`config.mk`:
```
export PLATFORM = sky130hd
export DESIGN_NAME = circle_datapath
export DESIGN_NICKNAME = d
export VERILOG_FILES = /design/src/rtl/circle_datapath.sv
export SDC_FILE = /design/constraint.sdc
export NUM_CORES = 1
export LEC_CHECK = 0
export ABC_AREA = 1
export CORE_MARGIN = 4
export CORE_UTILIZATION = 55
export CTS_BUF_LIST = sky130_fd_sc_hd__clkbuf_8
export CTS_CLUSTER_DIAMETER = 40
export DETAILED_ROUTE_END_ITERATION = 12
export GPL_TIMING_DRIVEN = 0
export PLACE_DENSITY = 0.75
export SETUP_SLACK_MARGIN = 0.4
export SLEW_MARGIN = 15
export SYNTH_ARGS = -nofsm -noshare
export SYNTH_HDL_FRONTEND = slang
export SYNTH_SLANG_ARGS = --single-unit
```
`constraint.sdc`:
```
create_clock -name clock -period 8.9 [get_ports clock]
set_clock_uncertainty 0.05 [all_clocks]
set_input_delay 0.89 -clock clock [delete_from_list [all_inputs] [get_ports clock]]
set_output_delay 0.89 -clock clock [all_outputs]
set_load 0.02 [all_outputs]
```
`src/rtl/circle_datapath.sv`:
```
// Datapath behind the circle-drawing controller: screen-clear sweep counters,
// midpoint-circle registers, octant coordinate generation and the VGA output register.
module circle_datapath #(
    parameter int         SCREEN_W  = 160,
    parameter int         SCREEN_H  = 120,
    parameter int         CENTRE_X  = 80,
    parameter int         CENTRE_Y  = 60,
    parameter int         RADIUS    = 40,
    parameter logic [2:0] COLOUR    = 3'b010,
    parameter logic [2:0] BG_COLOUR = 3'b000
) (
    input  logic       clock,
    input  logic       reset,
    input  logic       loadx,
    input  logic       loady,
    input  logic       initx,
    input  logic       inity,
    input  logic       init_crit,
    input  logic       init_offsetx,
    input  logic       init_offsety,
    input  logic       load_crit,
    input  logic       load_offsetx,
    input  logic       load_offsety,
    input  logic       sel,
    input  logic [3:0] pixel,
    input  logic       plot_in,
    output logic       xdone,
    output logic       ydone,
    output logic       crit_condition,
    output logic       offset_condition,
    output logic [7:0] x_out,
    output logic [6:0] y_out,
    output logic [2:0] colour_out,
    output logic       plot_out
);

    localparam logic [7:0]        X_DONE    = 8'(SCREEN_W);
    localparam logic [6:0]        Y_DONE    = 7'(SCREEN_H);
    localparam logic [7:0]        RADIUS_U  = 8'(RADIUS);
    localparam logic signed [9:0] CRIT_INIT = 10'(1 - RADIUS);
    localparam logic signed [9:0] CX        = 10'(CENTRE_X);
    localparam logic signed [9:0] CY        = 10'(CENTRE_Y);
    localparam logic signed [9:0] W_LIM     = 10'(SCREEN_W);
    localparam logic signed [9:0] H_LIM     = 10'(SCREEN_H);

    logic [7:0]        xcount_reg;
    logic [6:0]        ycount_reg;
    logic [7:0]        offset_x_reg;
    logic [7:0]        offset_y_reg;
    logic signed [9:0] crit_reg;
    logic signed [9:0] crit_next;

    logic [7:0] x_out_reg;
    logic [6:0] y_out_reg;
    logic [2:0] colour_out_reg;
    logic       plot_out_reg;

    logic signed [9:0] ox_s;
    logic signed [9:0] oy_s;
    logic signed [9:0] cand_x [8];
    logic signed [9:0] cand_y [8];
    logic signed [9:0] coord_x;
    logic signed [9:0] coord_y;
    logic              valid_octant;
    logic              on_screen;

    assign xdone            = (xcount_reg == X_DONE);
    assign ydone            = (ycount_reg == Y_DONE);
    assign crit_condition   = (crit_reg <= 10'sd0);
    assign offset_condition = (offset_y_reg <= offset_x_reg);

    assign ox_s = signed'({2'b00, offset_x_reg});
    assign oy_s = signed'({2'b00, offset_y_reg});

    // Decision update from pre-update offsets; 10-bit wrap matches the register width.
    always_comb begin
        crit_next = crit_reg;
        if (crit_condition)
            crit_next = crit_reg + (oy_s <<< 1) + 10'sd3;
        else
            crit_next = crit_reg + ((oy_s - ox_s) <<< 1) + 10'sd5;
    end

    always_ff @(posedge clock) begin
        if (reset) begin
            xcount_reg   <= '0;
            ycount_reg   <= '0;
            offset_x_reg <= '0;
            offset_y_reg <= '0;
            crit_reg     <= '0;
        end else begin
            if (loadx)
                xcount_reg <= initx ? 8'd0 : xcount_reg + 8'd1;
            if (loady)
                ycount_reg <= inity ? 7'd0 : ycount_reg + 7'd1;
            if (init_offsetx)
                offset_x_reg <= RADIUS_U;
            else if (load_offsetx)
                offset_x_reg <= offset_x_reg - 8'd1;
            if (init_offsety)
                offset_y_reg <= 8'd0;
            else if (load_offsety)
                offset_y_reg <= offset_y_reg + 8'd1;
            if (init_crit)
                crit_reg <= CRIT_INIT;
            else if (load_crit)
                crit_reg <= crit_next;
        end
    end

    // Octant gi serves pixel code gi+1: odd octants swap the offsets,
    // octants 2..5 mirror in x and octants 4..7 mirror in y.
    genvar gi;
    generate
        for (gi = 0; gi < 8; gi++) begin : g_octant
            localparam bit SWAP  = (gi % 2) == 1;
            localparam bit NEG_X = (gi >= 2) && (gi <= 5);
            localparam bit NEG_Y = (gi >= 4);
            logic signed [9:0] dx;
            logic signed [9:0] dy;
            assign dx = SWAP ? oy_s : ox_s;
            assign dy = SWAP ? ox_s : oy_s;
            assign cand_x[gi] = NEG_X ? (CX - dx) : (CX + dx);
            assign cand_y[gi] = NEG_Y ? (CY - dy) : (CY + dy);
        end
    endgenerate

    always_comb begin
        coord_x      = CX;
        coord_y      = CY;
        valid_octant = 1'b0;
        if ((pixel >= 4'd1) && (pixel <= 4'd8)) begin
            valid_octant = 1'b1;
            coord_x      = cand_x[3'(pixel - 4'd1)];
            coord_y      = cand_y[3'(pixel - 4'd1)];
        end
    end

    assign on_screen = (coord_x >= 10'sd0) && (coord_x < W_LIM) &&
                       (coord_y >= 10'sd0) && (coord_y < H_LIM);

    always_ff @(posedge clock) begin
        if (reset) begin
            x_out_reg      <= '0;
            y_out_reg      <= '0;
            colour_out_reg <= '0;
            plot_out_reg   <= 1'b0;
        end else if (sel) begin
            x_out_reg      <= coord_x[7:0];
            y_out_reg      <= coord_y[6:0];
            colour_out_reg <= COLOUR;
            plot_out_reg   <= plot_in & valid_octant & on_screen;
        end else begin
            x_out_reg      <= xcount_reg;
            y_out_reg      <= ycount_reg;
            colour_out_reg <= BG_COLOUR;
            plot_out_reg   <= plot_in;
        end
    end

    assign x_out      = x_out_reg;
    assign y_out      = y_out_reg;
    assign colour_out = colour_out_reg;
    assign plot_out   = plot_out_reg;

endmodule
```
==> out/qor.txt <==
Pint: 0.000537 W
reg-to-reg slack, setup: 5.28 ns
antenna violations before repair: 0
Crit. path cell count: 10
minimum clock period: 3.98 ns
Final Setup Violations: 0
root buffer cell: clkbuf_8
Required @ worst endpoint: 7.96 ns
die footprint: 11000 um2
Core Region: 9200 um2
hold depth: 2
Routed Antenna Nets: 0
Net Sw Frac: 36.1%
crit-path max FO: 9
Startpoint Class: register
commonest non-fill, non-tap cell in the layout: nand2_1
setup repair after global routing missed its margin: no
vias in the first global route: 5098
CTS Buf Count: 9
share of the synthesized area in the top cell type: 22.5%
gr ovfl total: 0
clk slew on worst S/H paths: 0.07 ns
area leader, netlist: dfxtp_1
clk buf depth: 2
leak pwr: 2.85 nW
vias: 5410
PwrDens: 142 nW/um2
most frequent cells in the layout: nand2_1, inv_1, nand3_1
reg2reg path depth: 18
sequential fraction of the synthesis area: 22.5%
Synth Flop Type: dfxtp_1
clock share of power: 33.4%
wire length per cell: 15.3 um
CTS Sinks: 58
slowest CP cell: clkdlybuf4s50_1
Util after Layout: 64.2%
post-synthesis instance total: 792
nature of the critical path endpoint: output port
drt first-iter violations: 241
maxcap violations: 0
combinational group share of total power: 32.6%
gr usage total: 27.0%
Die Span X: 105 um
IO Port Bufs: 37
Post-Route Setup TNS: 0 ns
Crit Path Class: reg -> out
Hold Slack: 0.435 ns
Reg power frac: 34.0%
Max rail drop VDD: 0.108 mV
global-route wire length before repair: 24200 um
Syn Std Cell Area: 5170 um2
largest net degree at the start of global routing: 13
ANT cells: 0
max FFs per register: 10
DR pass1 iterations: 5
Layout Nets: 923
clock latency on the worst-skew pair: 0.34 ns
Residual DRC: 0
CP delay by family, top: buffers and inverters
Yosys warning count: 0
Die Y: 105 um
CTS tree: built
status: completed
Final Hold Fails: 0
num rows: 35
HP Class: reg -> reg
cts repair resizes: 0
detailed-route wire length: 14600 um
Cell Chain, Critical Path: inv_2 > ha_1 > a21oi_1 > nand2_1 > a21o_1 > a21oi_1 > o21ai_1 > and2_1 > o21ai_1 > clkdlybuf4s50_1
asr flop ratio synth: 0%
Area Overhead vs Synth: 14.3%
Final period util: 44.7%
crit-path max cell delay: 0.62 ns
CTS H-tree depth: 3
CTS Hold Buffers Added: 0
Mean Syn Cell Area: 6.52 um2
Post-CTS Setup Repair Bufs: 0
Crit path arrival time: 3.04 ns
Tot Pwr: 0.000840 W
number of I/O pins: 41
Starting Density: 56.2%
drt via density: 5.65
Peak Freq: 0.251 GHz
post-synth cell types: 45
dpl hpwl: 11600 um
Slew Viols, Final: 0
Post-synth EDFFs: 0
GP Congestion: 0.945
post-synthesis register bit count: 58
Net Sw Power: 0.000304 W
share of cells above drive strength 1: 5.91%
CP Buf/Inv Count: 2
ranking of synthesized cells by area: dfxtp_1, ha_1, nand2_1, nand3_1, a21oi_1
## layer usage
metal / global-route usage [%] / vias to the layer above / part of all wire, %
met5: 0 / - / 0
met3: 2.66 / 36 / 6.0
li1: - / 2733 / -
met4: 11.5 / 0 / 3.6
met2: 45.4 / 199 / 47
met1: 35.1 / 2442 / 44
## cell type report
cell class	count	area, um2
Clock inverter	7	101
Fill cell	862	3290
Buffer	21	125
Tap cell	111	139
Multi-Input combinational cell	618	3520
Timing Repair Buffer	37	370
Inverter	96	360
Clock buffer	9	124
Sequential cell	58	1160
## cells by family (layout without fill, tap and decap cells)
family	count (synthesis)	count (layout)	share of synthesized area, %
buffers and inverters	117	170	9.39
other	1	2	0.0726
xor gates and xnor gates	24	24	4.07
muxes	2	2	0.387
DFF	58	58	22.5
AOI/OAI and AO/OA	141	141	15.4
adders and majority gates	64	64	15.9
and+or+nand+nor	385	385	32.2
## worst reg2reg max path: stages, from the launching register on
cell      delay, ns
dfxtp_1        0.54
inv_2          0.17
ha_1           0.36
a21oi_1        0.16
nand2_1        0.09
a21o_1         0.16
a21oi_1        0.20
o21ai_1        0.13
xor2_1         0.15
inv_1          0.06
ha_1           0.27
ha_1           0.32
a21oi_1        0.14
o21ai_0        0.10
a21oi_1        0.17
nand3b_1       0.13
nand3_1        0.12
nand2_1        0.10
a21oi_1        0.06
## stage by stage
stage / setup WS [ns] / std cells / area [um2]
2_1_floorplan: 5.83 / 793 / 5170
3_3_place_gp: 5.35 / 941 / 5680
3_5_place_dp: 5.30 / 941 / 5680
4_1_cts: 4.94 / 957 / 5910
5_1_grt: 4.74 / 957 / 5910
6_report: 4.92 / 957 / 5910
## synth_stat cells (4+ instances only)
library cell and number:
nor2_1 63, nand3_1 77, o21ai_1 4, inv_2 6, a21oi_1 66, xor2_1 15
buf_4 8, nor3_1 7, dfxtp_1 58, clkbuf_1 4, nand2_1 199, xnor2_1 9
o211ai_1 14, nand2_2 4, nand4_1 13, inv_1 87, buf_2 7, o21ai_0 37
ha_1 61, nor3b_1 9
## final timing paths
check,start,endpoint
min reg2reg,xcount_reg[5]$_SDFFE_PP0P_,x_out[5]$_SDFF_PP0_
max,offset_x_reg[2]$_SDFFE_PP0P_,offset_condition
max reg2reg,offset_x_reg[2]$_SDFFE_PP0P_,crit_reg[9]$_SDFFE_PP0P_
min,xcount_reg[5]$_SDFFE_PP0P_,x_out[5]$_SDFF_PP0_
## power by group through the flow
stage | sequential (W) | combinational, W | clock, W
final | 0.000285 | 0.000274 | 0.000281
after floorplan | 0.000292 | 0.000192 | 0
after detailed placement | 0.000291 | 0.000270 | 0
after global placement | 0.000291 | 0.000264 | 0
after CTS | 0.000285 | 0.000272 | 0.000284
after global routing | 0.000287 | 0.000307 | 0.000296
Note: power is estimated with default switching activity, not from simulation.
